**src/rtl/ps2_joy.sv**
```systemverilog
// PS/2 keyboard receiver that turns scan-code set 2 make/break codes into a
// Dendy gamepad byte (1 = pressed). The bit layout and polarity match joy1.
module ps2_joy #(
    parameter int unsigned FILTER  = 8,
    parameter int unsigned TIMEOUT = 50000
) (
    input  logic       clock,
    input  logic       reset_n,
    input  logic       ps2_clk,
    input  logic       ps2_dat,
    output logic [7:0] joy,
    output logic [7:0] code,
    output logic       code_stb,
    output logic       err
);

    localparam int unsigned FW = (FILTER > 1) ? $clog2(FILTER) : 1;
    localparam int unsigned IW = $clog2(TIMEOUT + 1);

    // Scan codes
    localparam logic [7:0] CodeBreak = 8'hF0;
    localparam logic [7:0] CodeExt   = 8'hE0;
    localparam logic [7:0] CodeX     = 8'h22;
    localparam logic [7:0] CodeZ     = 8'h1A;
    localparam logic [7:0] CodeTab   = 8'h0D;
    localparam logic [7:0] CodeEnter = 8'h5A;
    localparam logic [7:0] CodeUp    = 8'h75;
    localparam logic [7:0] CodeDown  = 8'h72;
    localparam logic [7:0] CodeLeft  = 8'h6B;
    localparam logic [7:0] CodeRight = 8'h74;

    logic          clk_s1_q, clk_s2_q;
    logic          dat_s1_q, dat_s2_q;
    logic          clk_f_q;
    logic [FW-1:0] filt_cnt_q;
    logic [3:0]    bit_cnt_q;
    logic [9:0]    shreg_q;
    logic [IW-1:0] idle_cnt_q;
    logic          ext_q, brk_q;

    logic          clk_flip;
    logic          fall;
    logic          frame_ok;
    logic          timeout_hit;

    // The filtered clock flips on the FILTER-th consecutive differing sample
    always_comb begin
        clk_flip    = (clk_s2_q != clk_f_q) && (filt_cnt_q == FW'(FILTER - 1));
        fall        = clk_flip && clk_f_q;
        // shreg holds start in [0], data in [8:1], parity in [9]; stop is live
        frame_ok    = !shreg_q[0] && dat_s2_q && (^shreg_q[9:1]);
        timeout_hit = !fall && (bit_cnt_q != 4'd0) && (idle_cnt_q == IW'(TIMEOUT - 1));
    end

    // Two-flop synchronisers on both raw lines
    always_ff @(posedge clock or negedge reset_n) begin
        if (!reset_n) begin
            clk_s1_q <= 1'b1;
            clk_s2_q <= 1'b1;
            dat_s1_q <= 1'b1;
            dat_s2_q <= 1'b1;
        end else begin
            clk_s1_q <= ps2_clk;
            clk_s2_q <= clk_s1_q;
            dat_s1_q <= ps2_dat;
            dat_s2_q <= dat_s1_q;
        end
    end

    // Glitch filter: count consecutive samples that disagree with clk_f_q
    always_ff @(posedge clock or negedge reset_n) begin
        if (!reset_n) begin
            clk_f_q    <= 1'b1;
            filt_cnt_q <= '0;
        end else if (clk_s2_q == clk_f_q) begin
            filt_cnt_q <= '0;
        end else if (clk_flip) begin
            clk_f_q    <= clk_s2_q;
            filt_cnt_q <= '0;
        end else begin
            filt_cnt_q <= filt_cnt_q + FW'(1);
        end
    end

    // Idle counter: cleared on each bit, saturates so a timeout pulses once
    always_ff @(posedge clock or negedge reset_n) begin
        if (!reset_n) begin
            idle_cnt_q <= '0;
        end else if (fall) begin
            idle_cnt_q <= '0;
        end else if ((bit_cnt_q != 4'd0) && (idle_cnt_q < IW'(TIMEOUT))) begin
            idle_cnt_q <= idle_cnt_q + IW'(1);
        end
    end

    // Frame assembly and check; code_stb / err are single-cycle pulses
    always_ff @(posedge clock or negedge reset_n) begin
        if (!reset_n) begin
            bit_cnt_q <= 4'd0;
            shreg_q   <= '0;
            code      <= 8'h00;
            code_stb  <= 1'b0;
            err       <= 1'b0;
        end else begin
            code_stb <= 1'b0;
            err      <= 1'b0;
            if (fall) begin
                if (bit_cnt_q == 4'd10) begin
                    bit_cnt_q <= 4'd0;
                    shreg_q   <= '0;
                    if (frame_ok) begin
                        code     <= shreg_q[8:1];
                        code_stb <= 1'b1;
                    end else begin
                        err <= 1'b1;
                    end
                end else begin
                    shreg_q   <= {dat_s2_q, shreg_q[9:1]};
                    bit_cnt_q <= bit_cnt_q + 4'd1;
                end
            end else if (timeout_hit) begin
                // Drop the partial frame; next falling edge starts a fresh one
                bit_cnt_q <= 4'd0;
                shreg_q   <= '0;
                err       <= 1'b1;
            end
        end
    end

    // Decoder: prefixes accumulate, any other byte consumes and clears them
    always_ff @(posedge clock or negedge reset_n) begin
        if (!reset_n) begin
            joy   <= 8'h00;
            ext_q <= 1'b0;
            brk_q <= 1'b0;
        end else if (code_stb) begin
            if (code == CodeBreak) begin
                brk_q <= 1'b1;
            end else if (code == CodeExt) begin
                ext_q <= 1'b1;
            end else begin
                ext_q <= 1'b0;
                brk_q <= 1'b0;
                if (!ext_q) begin
                    case (code)
                        CodeX:     joy[0] <= !brk_q;
                        CodeZ:     joy[1] <= !brk_q;
                        CodeTab:   joy[2] <= !brk_q;
                        CodeEnter: joy[3] <= !brk_q;
                        default:   ;
                    endcase
                end else begin
                    case (code)
                        CodeUp:    joy[4] <= !brk_q;
                        CodeDown:  joy[5] <= !brk_q;
                        CodeLeft:  joy[6] <= !brk_q;
                        CodeRight: joy[7] <= !brk_q;
                        default:   ;
                    endcase
                end
            end
        end
    end

endmodule

```
**config.mk**
```make
export PLATFORM = sky130hd
export DESIGN_NAME = ps2_joy
export DESIGN_NICKNAME = d
export VERILOG_FILES = /design/src/rtl/ps2_joy.sv
export SDC_FILE = /design/constraint.sdc
export NUM_CORES = 1
export LEC_CHECK = 0
export ABC_AREA = 1
export CAP_MARGIN = 15
export CORE_AREA = 4 4 92 94
export DETAILED_ROUTE_END_ITERATION = 8
export DIE_AREA = 0 0 96 98
export GPL_ROUTABILITY_DRIVEN = 0
export GPL_TIMING_DRIVEN = 0
export SLEW_MARGIN = 40
export SYNTH_ARGS = -nofsm -noshare
export SYNTH_HDL_FRONTEND = slang
export SYNTH_SLANG_ARGS = --single-unit
```
**constraint.sdc**
```tcl
create_clock -name clock -period 1.5 [get_ports clock]
set_input_delay 0.3 -clock clock [delete_from_list [all_inputs] [get_ports clock]]
set_output_delay 0.3 -clock clock [all_outputs]
set_load 0.03 [all_outputs]
```
After elaboration in Yosys (flattened, before gate mapping)

Cells that the tools add are included.
W data, S select, Z words.

Multiplexer cells: 20
Reduce and logical (&&, ||, !) cells: 26
Equal/unequal tests: 16
Bitwise operators: 4
Add/subtract/negate cells: 3
Magnitude comparators: 1

Operator list:

| operator                | number |
|---|---|
| $eq A8 B7 Y1 const B    | 5 |
| $reduce_and A5 Y1       | 8 |
| $mux W16                | 2 |
| $mux W10                | 3 |
| $add A16 B1 Y16 const B | 1 |
| $eq A16 B16 Y1 const B  | 1 |
| $eq A8 B8 Y1 const B    | 2 |
| $lt A16 B16 Y1 const B  | 1 |
| $mux W4                 | 3 |
| $mux W1                 | 10 |
| $reduce_xor A9 Y1       | 1 |
| $eq A8 B4 Y1 const B    | 1 |
| $eq A8 B5 Y1 const B    | 1 |
| $eq A8 B6 Y1 const B    | 1 |
| $logic_and A1 B1 Y1     | 7 |
| $mux W3                 | 2 |
| $reduce_and A2 Y1       | 3 |
| $add A4 B1 Y4 const B   | 1 |
| $eq A4 B4 Y1 const B    | 1 |
| $not A1 Y1              | 4 |
| $reduce_bool A2 Y1      | 2 |
| $reduce_bool A4 Y1      | 1 |
| $add A3 B1 Y3 const B   | 1 |
| $eq A3 B3 Y1 const B    | 1 |
| 5 further kinds         | 7 |

Word-level logic and storage cells: 92
Input port bits: 4
Output and inout bits: 18
Register bits after elaboration: 58

Logic depth before layout (Yosys ltp)

Gate-level depths: netlist of run 1.

Depth after elaboration: 8
Mapped depth: 12
Mapped depth without buffers: 12

Least setup slack after synthesis of run 1

Ideal clock, no wire load.

Kind: reg-to-reg
Start: register filt_cnt_q[0]
End: register idle_cnt_q[0]
Clock period less this slack: 1.629 ns
Buffers on the path: 2
Data required time: 1.424 ns
Stages on the path, launching flop included: 10
Arrival time: 1.553 ns
Setup slack: -0.129 ns
Path through: dfrtp_1 > ha_1 > ha_1 > inv_1 > nor2_2 > nand2_2 > buf_2 > buf_2 > nand3_1 > o21ai_1

Cells in the longest elaborated chain, start to end: 4
Elaborated cells between the ends (all ways): 5
Classes of those cells: 1 x eq/ne; 1 x mux; 3 x reduce/logical

RTL lines:

| element                                        | line | RTL |
|---|---|---|
| from (decl)                                    | 35   | `logic [FW-1:0] filt_cnt_q;` |
| from (signal assigned)                         | 81   | `filt_cnt_q <= filt_cnt_q + FW'(1);` |
| $eq A3 B3 Y1 *                                 | 48   | `clk_flip = (clk_s2_q != clk_f_q) && (filt_cnt_q == FW'(FILTER - 1));` |
| $logic_and A1 B1 Y1 *                          | 48   |  |
| $logic_and A1 B1 Y1 *                          | 49   | `fall = clk_flip && clk_f_q;` |
| $mux W16 or $reduce_bool A2 Y1 (tied branches) | -    |  |
| to (signal assigned)                           | 92   | `idle_cnt_q <= idle_cnt_q + IW'(1);` |
| to (decl)                                      | 38   | `logic [IW-1:0] idle_cnt_q;` |

Every way passes the cells marked *; elsewhere a longest branch is shown, timed or not.
A chain may end at the register's enable or synchronous reset.

Final worst setup path of run 1

Start: register filt_cnt_q[1]
End: register shreg_q[1]

Cells in the longest elaborated chain, start to end: 7
Elaborated cells between the ends (all ways): 8
Classes of those cells: 1 x eq/ne; 1 x mux; 6 x reduce/logical

RTL lines:

| element                             | line | RTL |
|---|---|---|
| $eq A3 B3 Y1 *                      | 48   |  |
| $logic_and A1 B1 Y1 *               | 48   |  |
| $logic_and A1 B1 Y1 *               | 49   |  |
| $logic_not A1 Y1                    | 52   | `timeout_hit = !fall && (bit_cnt_q != 4'd0) && (idle_cnt_q == IW'(TIMEOUT - 1));` |
| $logic_and A1 B1 Y1 (2 in series)   | 52   |  |
| $reduce_bool A2 Y1 (no source line) | -    |  |
| to (signal assigned)                | 118  | `shreg_q <= {dat_s2_q, shreg_q[9:1]};` |
| to (decl)                           | 37   | `logic [9:0] shreg_q;` |

Marked as above.

==> impl_results.md, run 1 <==
* Status: complete, but fails checks
* Failing checks: setup timing
* Share of the synthesized area in the top cell type at 44.4%
* Crit path kind: reg2reg
* Root Buffer: clkbuf_8
* Initial antenna violation count at 0
* Bufs on Longest Clock Path at 2
* Hold Path Class: reg2reg
* Area growth syn-to-layout at 40.9%
* Vias in the first global route at 2652
* Placed cell area at 0.00339 sq mm
* WP data required at 1720 ps
* Maxcap violations at 0
* Number of hold violations in the final report at 0
* Critical Path AT at 1840 ps
* Port Buffer Count at 21
* Worst Path Max Fanout at 6
* Core ar. at 0.00765 sq mm
* Wire per inst at 13.8 um
* Post-synth EDFFs at 0
* GRT overflow at 0
* Global-route wire length before repair at 12700 um
* CTS tree: done
* Inserted Diodes at 0
* Clock Skew at 13.8 ps
* Syn avg cell area at 7.80 sq um
* Synth Cell Area at 0.00299 sq mm
* Clk slew on worst S/H paths at 70 ps
* Fin crit share at 108%
* Final #Nets at 460
* Rows at 32
* Count leader, synth: nand2_1
* Die Y at 98 um
* Fillers at 695
* Worst r2r src: filt_cnt_q[1]$_DFF_PN0_
* Tmin final at 1620 ps
* Dominant cell type by area after synthesis: dfrtp_1
* Sink Count at 58
* Hold slack at 349 ps
* DR top layer: met4
* Setup WS post-layout at -120 ps
* Post-synthesis async set-or-reset flop share at 100%
* Ports at 22
* Critical Path Sink Type: flop
* Vias per cell at 5.06
* Drt first pass iters at 4
* Synthesis Warnings at 0
* Met3 routed WL at 447 um
* Post-synth top flop: dfrtp_1
* Antenna Violating Nets Remaining at 0
* Fmax at 617 MHz
* Top cells by area, synth: dfrtp_1 44%, nand2_1 16%, nand3_1 5.0%
* Clock H-tree levels at 3
* CTS buffer count at 9
* Yosys cell types at 31
* Worst-margin pin slew at 501 ps
* Commonest cells post-synth: 130 x nand2_1, 53 x dfrtp_1, 35 x nor2_1
* Share of layout cells above drive strength 1 at 29.0%
* Seq/Total Area, Yosys at 48.8%
* Post-DP HPWL at 4810 um
* DR vias at 2832
* Layout Cells excl Fill at 560
* Headroom to the max-slew limit at 66.6%
* Pleak at 2.03 nW
* Finished Cell Area at 0.00421 sq mm
* Pwr dens at 908 mW/mm^2
* Final slew viol count at 0
* Chip Width at 96 um
* Multi-input logic area at 0.00164 sq mm
* M1 WL at 3330 um
* Remaining DRCs at 0
* Net Count, Synth at 390
* Final wirelength at 7740 um
* Unrepaired setup endpoints after global routing: yes
* Initial Util at 39.1%
* Clk_lat worst skew at 340 ps
* Dpl cells at 507
* DIE AREA at 0.00941 sq mm
* Worst setup SP type: flop
* Yosys reg bits at 58
* Pin count of the biggest net entering global routing at 41
* Synth Instances at 383
* Peak supply drop at 0.440 mV
* Initial DRC count at 169
* Hold path start: clk_s1_q$_DFF_PN1_
* Endpoints failing setup at 35
* Sequential standard cell area at 0.00146 sq mm
* Total Routing Usage GR at 17.1%
* DR WL met2 at 3820 um
* Start point of the critical path: filt_cnt_q[1]$_DFF_PN0_
==> per-layer routing <==
layer	global-route usage, %	up-vias
met2	27.1	71
li1	-	1407
met3	3.93	18
met1	22.7	1336
met5	0	-
met4	6.35	0
==> per-stage QoR <==
| stage | utilization (%) | setup TNS (ps) | setup slack, ps | power, mW |
|---|---|---|---|---|
| 2_1_floorplan | - | -304 | -38.6 | 1.86 |
| 3_3_place_gp | 44.1 | -105710 | -1780 | 1.93 |
| 3_5_place_dp | 44.3 | -7090 | -257 | 1.95 |
| 4_1_cts | 51.9 | -1100 | -108 | 3.82 |
| 5_1_grt | 55.0 | -5800 | -210 | 3.99 |
| 6_report | 55.0 | -2020 | -120 | 3.82 |
==> flip-flops by register name, indices dropped and copies added, names as in the netlist <==
signal,count
code,8
joy,8
clk_f_q,1
code_stb,1
err,1
dat_s1_q,1
dat_s2_q,1
shreg_q,10
clk_s2_q,1
ext_q,1
idle_cnt_q,16
clk_s1_q,1
filt_cnt_q,3
bit_cnt_q,4
brk_q,1
==> placed cells by master, fill, tap and decap left out, types with 4 or more instances in the layout <==
master / netlist / routed
nand3_2: 0 / 4
o21ai_2: 0 / 8
dfstp_2: 5 / 5
buf_4: 0 / 26
nand2_4: 1 / 4
nor2_1: 35 / 27
a21oi_1: 6 / 5
o21ai_1: 6 / 7
inv_1: 34 / 30
clkbuf_2: 0 / 4
buf_6: 0 / 9
nor2_4: 1 / 5
nor2_2: 2 / 6
dfrtp_1: 53 / 48
dlygate4sd2_1: 0 / 9
nand2_2: 1 / 7
o21ai_0: 21 / 12
dfrtp_2: 0 / 5
nand2_1: 130 / 121
nor3_1: 13 / 6
xor2_1: 5 / 5
nand3_1: 30 / 26
clkbuf_8: 0 / 10
nor3_2: 0 / 4
nand4_1: 16 / 16
==> cells by family after synthesis <==
logic type | count (synthesis) | synth area share [%]
buf+inv | 40 | 5.24
flops | 58 | 48.8
compound gates | 36 | 6.33
simple gates | 239 | 36.1
xor+xnor | 7 | 2.30
fa+ha+maj | 3 | 1.26
==> timing repair <==
item / 4_1_cts / 5_1_grt
buffers inserted: 20 / 14
setup endpoints to repair: 58 / 53
pin swaps: 13 / 14
resized for setup: 72 / 50
hold buffers: 1 / 0
hold endpoints to repair: 18 / 0
gates cloned: 2 / 2
==> worst paths after layout <==
kind	to	slack, ps	cells after the start
max in group asynchronous	dat_s2_q$_DFF_PN1_	530	3
min	clk_s2_q$_DFF_PN1_	350	0
max reg2reg	shreg_q[1]$_DFFE_PN0P_	-120	10
max	shreg_q[1]$_DFFE_PN0P_	-120	10
min in group asynchronous	idle_cnt_q[0]$_DFFE_PN0P_	400	2
min reg2reg	clk_s2_q$_DFF_PN1_	350	0
==> worst max-delay path: stages, from the launching register on <==
cell and delay [ps]:
dfrtp_1 410, ha_4 180, ha_4 160, inv_4 60, nor2_4 30, nand2_4 130, buf_6 120, nand4_4 120
buf_12 180, nand3_1 60, nand2_1 50
==> report_power, final <==
| group | internal, mW | leakage (nW) | switching, mW |
|---|---|---|---|
| Combinational | 0.175 | 1.13 | 0.168 |
| Sequential | 1.64 | 0.782 | 0.0640 |
| Clock | 1.15 | 0.120 | 0.631 |
| Total | 2.96 | 2.03 | 0.863 |
==> final cells by class <==
cell class              count  share of cell area (%)
clock buffers              11                    3.36
repair buffers             59                    13.0
flip-flops and latches     58                    34.8
multi-input cells         286                    39.0
plain buffers               2                   0.743
well taps                 102                    3.03
inverters                  37                    3.60
clock inverters             5                    2.44
Power figures use the tool's default switching activity.
==> run 2: changes to the inputs <==
ABC_AREA = unset   (was 1)
CORE_AREA = 4 4 90 92   (was 4 4 92 94)
DIE_AREA = 0 0 94 96   (was 0 0 96 98)
HOLD_SLACK_MARGIN = 0.05   (was unset)
==> run 2 against run 1 <==
Net effect: the flow still finishes with violations (setup timing); core utilization fell by 0.74 points; clock power fell by 19%; synthesized cell count is 33% lower; final cell count down 23%; sequential share of layout area increased by 2.9 points.
==> impl_results.md, run 2 <==
* Tmin final at 2170 ps (+554 ps)
* DIE AREA at 0.00902 sq mm (-4.1%)
* Final slew viol count at 0 (unchanged)
* Port Buffer Count at 21 (unchanged)
* Count leader, synth: dfrtp_1
* Yosys cell types at 51 (+65%)
* Clk_lat worst skew at 340 ps (about the same)
* Pin count of the biggest net entering global routing at 35 (-15%)
* Pwr dens at 843 mW/mm^2 (-7.1%)
* Share of layout cells above drive strength 1 at 38.8% (+9.7 points)
* Fmax at 460 MHz (-25%)
* Sink Count at 58 (unchanged)
* Dpl cells at 377 (-26%)
* Synth Cell Area at 0.00284 sq mm (-4.8%)
* Top cells by area, synth: dfrtp_1 47%, dfstp_2 4.6%, mux2_2 4.0%
* Status: complete, but fails checks
* Finished Cell Area at 0.00392 sq mm (-6.9%)
* Die Y at 96 um (-2.0%)
* Initial antenna violation count at 0 (unchanged)
* Drt first pass iters at 4 (unchanged)
* Fin crit share at 145% (+37 points)
* Worst Path Max Fanout at 8 (+2)
* Maxcap violations at 0 (unchanged)
* Max FFs per register at 16 (unchanged)
* Worst-margin pin slew at 678 ps (+177 ps)
* Peak supply drop at 0.770 mV (+75%)
* Synthesis Warnings at 0 (unchanged)
* CTS buffer count at 9 (unchanged)
* Initial DRC count at 80 (-53%)
* Commonest cells post-synth: 53 x dfrtp_1, 17 x a21oi_1, 15 x inv_1
* Chip Width at 94 um (-2.1%)
* Post-DP HPWL at 4040 um (-16%)
* Antenna Violating Nets Remaining at 0 (unchanged)
* DR vias at 2359 (-17%)
* Crit path kind: reg2reg
* Hold Path Class: reg2reg
* Post-synthesis async set-or-reset flop share at 100% (unchanged)
* Wire per inst at 16.0 um (+16%)
* Yosys reg bits at 58 (unchanged)
* Dominant cell type by area after synthesis: dfrtp_1
* Largest regs: idle_cnt_q: 16 flops, shreg_q: 10 flops
* Net Count, Synth at 263 (-33%)
* Pre-CTS WS at -796 ps (-539 ps)
* Inserted Diodes at 0 (unchanged)
* Most frequent cells in the layout: 39 x dfrtp_1, 32 x buf_4, 15 x inv_1
* Largest reg by FF count: idle_cnt_q
* Synth Instances at 256 (-33%)
* Hold slack at 356 ps (+7.34 ps)
* Ports at 22 (unchanged)
* Share of the synthesized area in the top cell type at 46.7% (+2.2 points)
* Clock H-tree levels at 3 (unchanged)
* Core ar. at 0.00721 sq mm (-5.7%)
* Layout Cells excl Fill at 429 (-23%)
* Setup TNS Final at -20700 ps (-18670 ps)
* Remaining DRCs at 0 (unchanged)
* Placed cell area at 0.00326 sq mm (-3.7%)
* Bufs on Longest Clock Path at 2 (unchanged)
* Seq/Total Area, Yosys at 51.3% (+2.5 points)
* Initial Util at 39.4% (+0.35 points)
* Total Routing Usage GR at 16.0% (-1.1 points)
* WP data required at 1760 ps (+40 ps)
* Number of hold violations in the final report at 0 (unchanged)
* Post-synth EDFFs at 0 (unchanged)
* Final Util at 54.3% (-0.74 points)
* Setup WS post-layout at -674 ps (-554 ps)
* Pleak at 1.73 nW (-15%)
* Root Buffer: clkbuf_8
* Vias per cell at 5.50 (+8.7%)
* Endpoints failing setup at 40 (+14%)
* Post-synth top flop: dfrtp_1
* Critical Path Sink Type: flop
* Vias in the first global route at 2344 (-12%)
* Failing checks: setup timing
* Final Power at 3.30 mW (-14%)
* Unrepaired setup endpoints after global routing: yes
* Global-route wire length before repair at 11300 um (-11%)
* CTS tree: done
* Rows at 31 (-3.1%)
* Final wirelength at 6870 um (-11%)
* Clk slew on worst S/H paths at 70 ps (about the same)
* Most common cell after layout, fill and taps aside: dfrtp_1
* Headroom to the max-slew limit at 54.4% (-12 points)
* Critical Path AT at 2440 ps (+600 ps)
* Area growth syn-to-layout at 37.8%
* Clock Skew at 6.37 ps (-7.43 ps)
* Worst setup SP type: flop
* Syn avg cell area at 11.1 sq um (+42%)
* GRT overflow at 0 (unchanged)
* Final #Nets at 332 (-28%)
## run 2: path summary, 6_finish.rpt
check | end | startpoint | slack, ps | cells past startpoint
worst max-delay path | idle_cnt_q[13]$_DFFE_PN0P_ | idle_cnt_q[12]$_DFFE_PN0P_ | -670 | 5
worst min-delay path | dat_s2_q$_DFF_PN1_ | dat_s1_q$_DFF_PN1_ | 360 | 0
worst max register to register | idle_cnt_q[13]$_DFFE_PN0P_ | idle_cnt_q[12]$_DFFE_PN0P_ | -670 | 5
worst min register to register | dat_s2_q$_DFF_PN1_ | dat_s1_q$_DFF_PN1_ | 360 | 0
max in group asynchronous | idle_cnt_q[11]$_DFFE_PN0P_ | reset_n | 550 | 3
min in group asynchronous | joy[6]$_DFFE_PN0P_ | reset_n | 460 | 2
## run 2: timing repair
action,in CTS,in global routing
hold buffers,1,0
setup buffers,20,16
gates resized for setup,64,27
pin swaps,16,15
endpoints found under the setup margin,62,52
cloned,1,0
endpoints found under the hold margin,28,0
## run 2: report_power, final
part	internal (mW)	leakage [nW]	switching, mW
logic	0.0929	0.856	0.0898
clock network	0.807	0.103	0.636
registers	1.64	0.767	0.0419
total	2.54	1.73	0.768
## run 2: final cells by class
type                    count  area, sq um
plain buffers               7         50.0
clock buffers              11          141
clock inverters             5         53.8
fillers                   647         3300
inverters                  15         56.3
multi-input cells         175         1510
flip-flops and latches     58         1480
well taps                  99          124
repair buffers             59          508
## run 2: critical path: stages (launching register included)
cell and delay (ps):
dfrtp_1 390, or4_4 560, a2111o_1 430, buf_6 160, or4_4 420, a21oi_2 140
## run 2: cells by family (layout without fill, tap and decap cells)
family | after synthesis | after routing | synth area share [%]
AO/OA/AOI/OAI | 57 | 57 | 13.8
XOR/XNOR | 6 | 6 | 2.82
adder cells (fa/ha/maj) | 3 | 3 | 1.32
buffers and inverters | 23 | 97 | 3.56
flip-flops | 58 | 58 | 51.3
multiplexers | 21 | 21 | 7.97
AND/OR/NAND/NOR | 88 | 88 | 19.2
## run 2: per-layer routing
layer	part of all wire, %	global-route usage, %	vias to the layer above
met3	4.6	4.85	12
met1	45	19.3	1185
li1	-	-	1113
met4	1.5	6.02	0
met5	0	0	-
met2	49	27.0	49
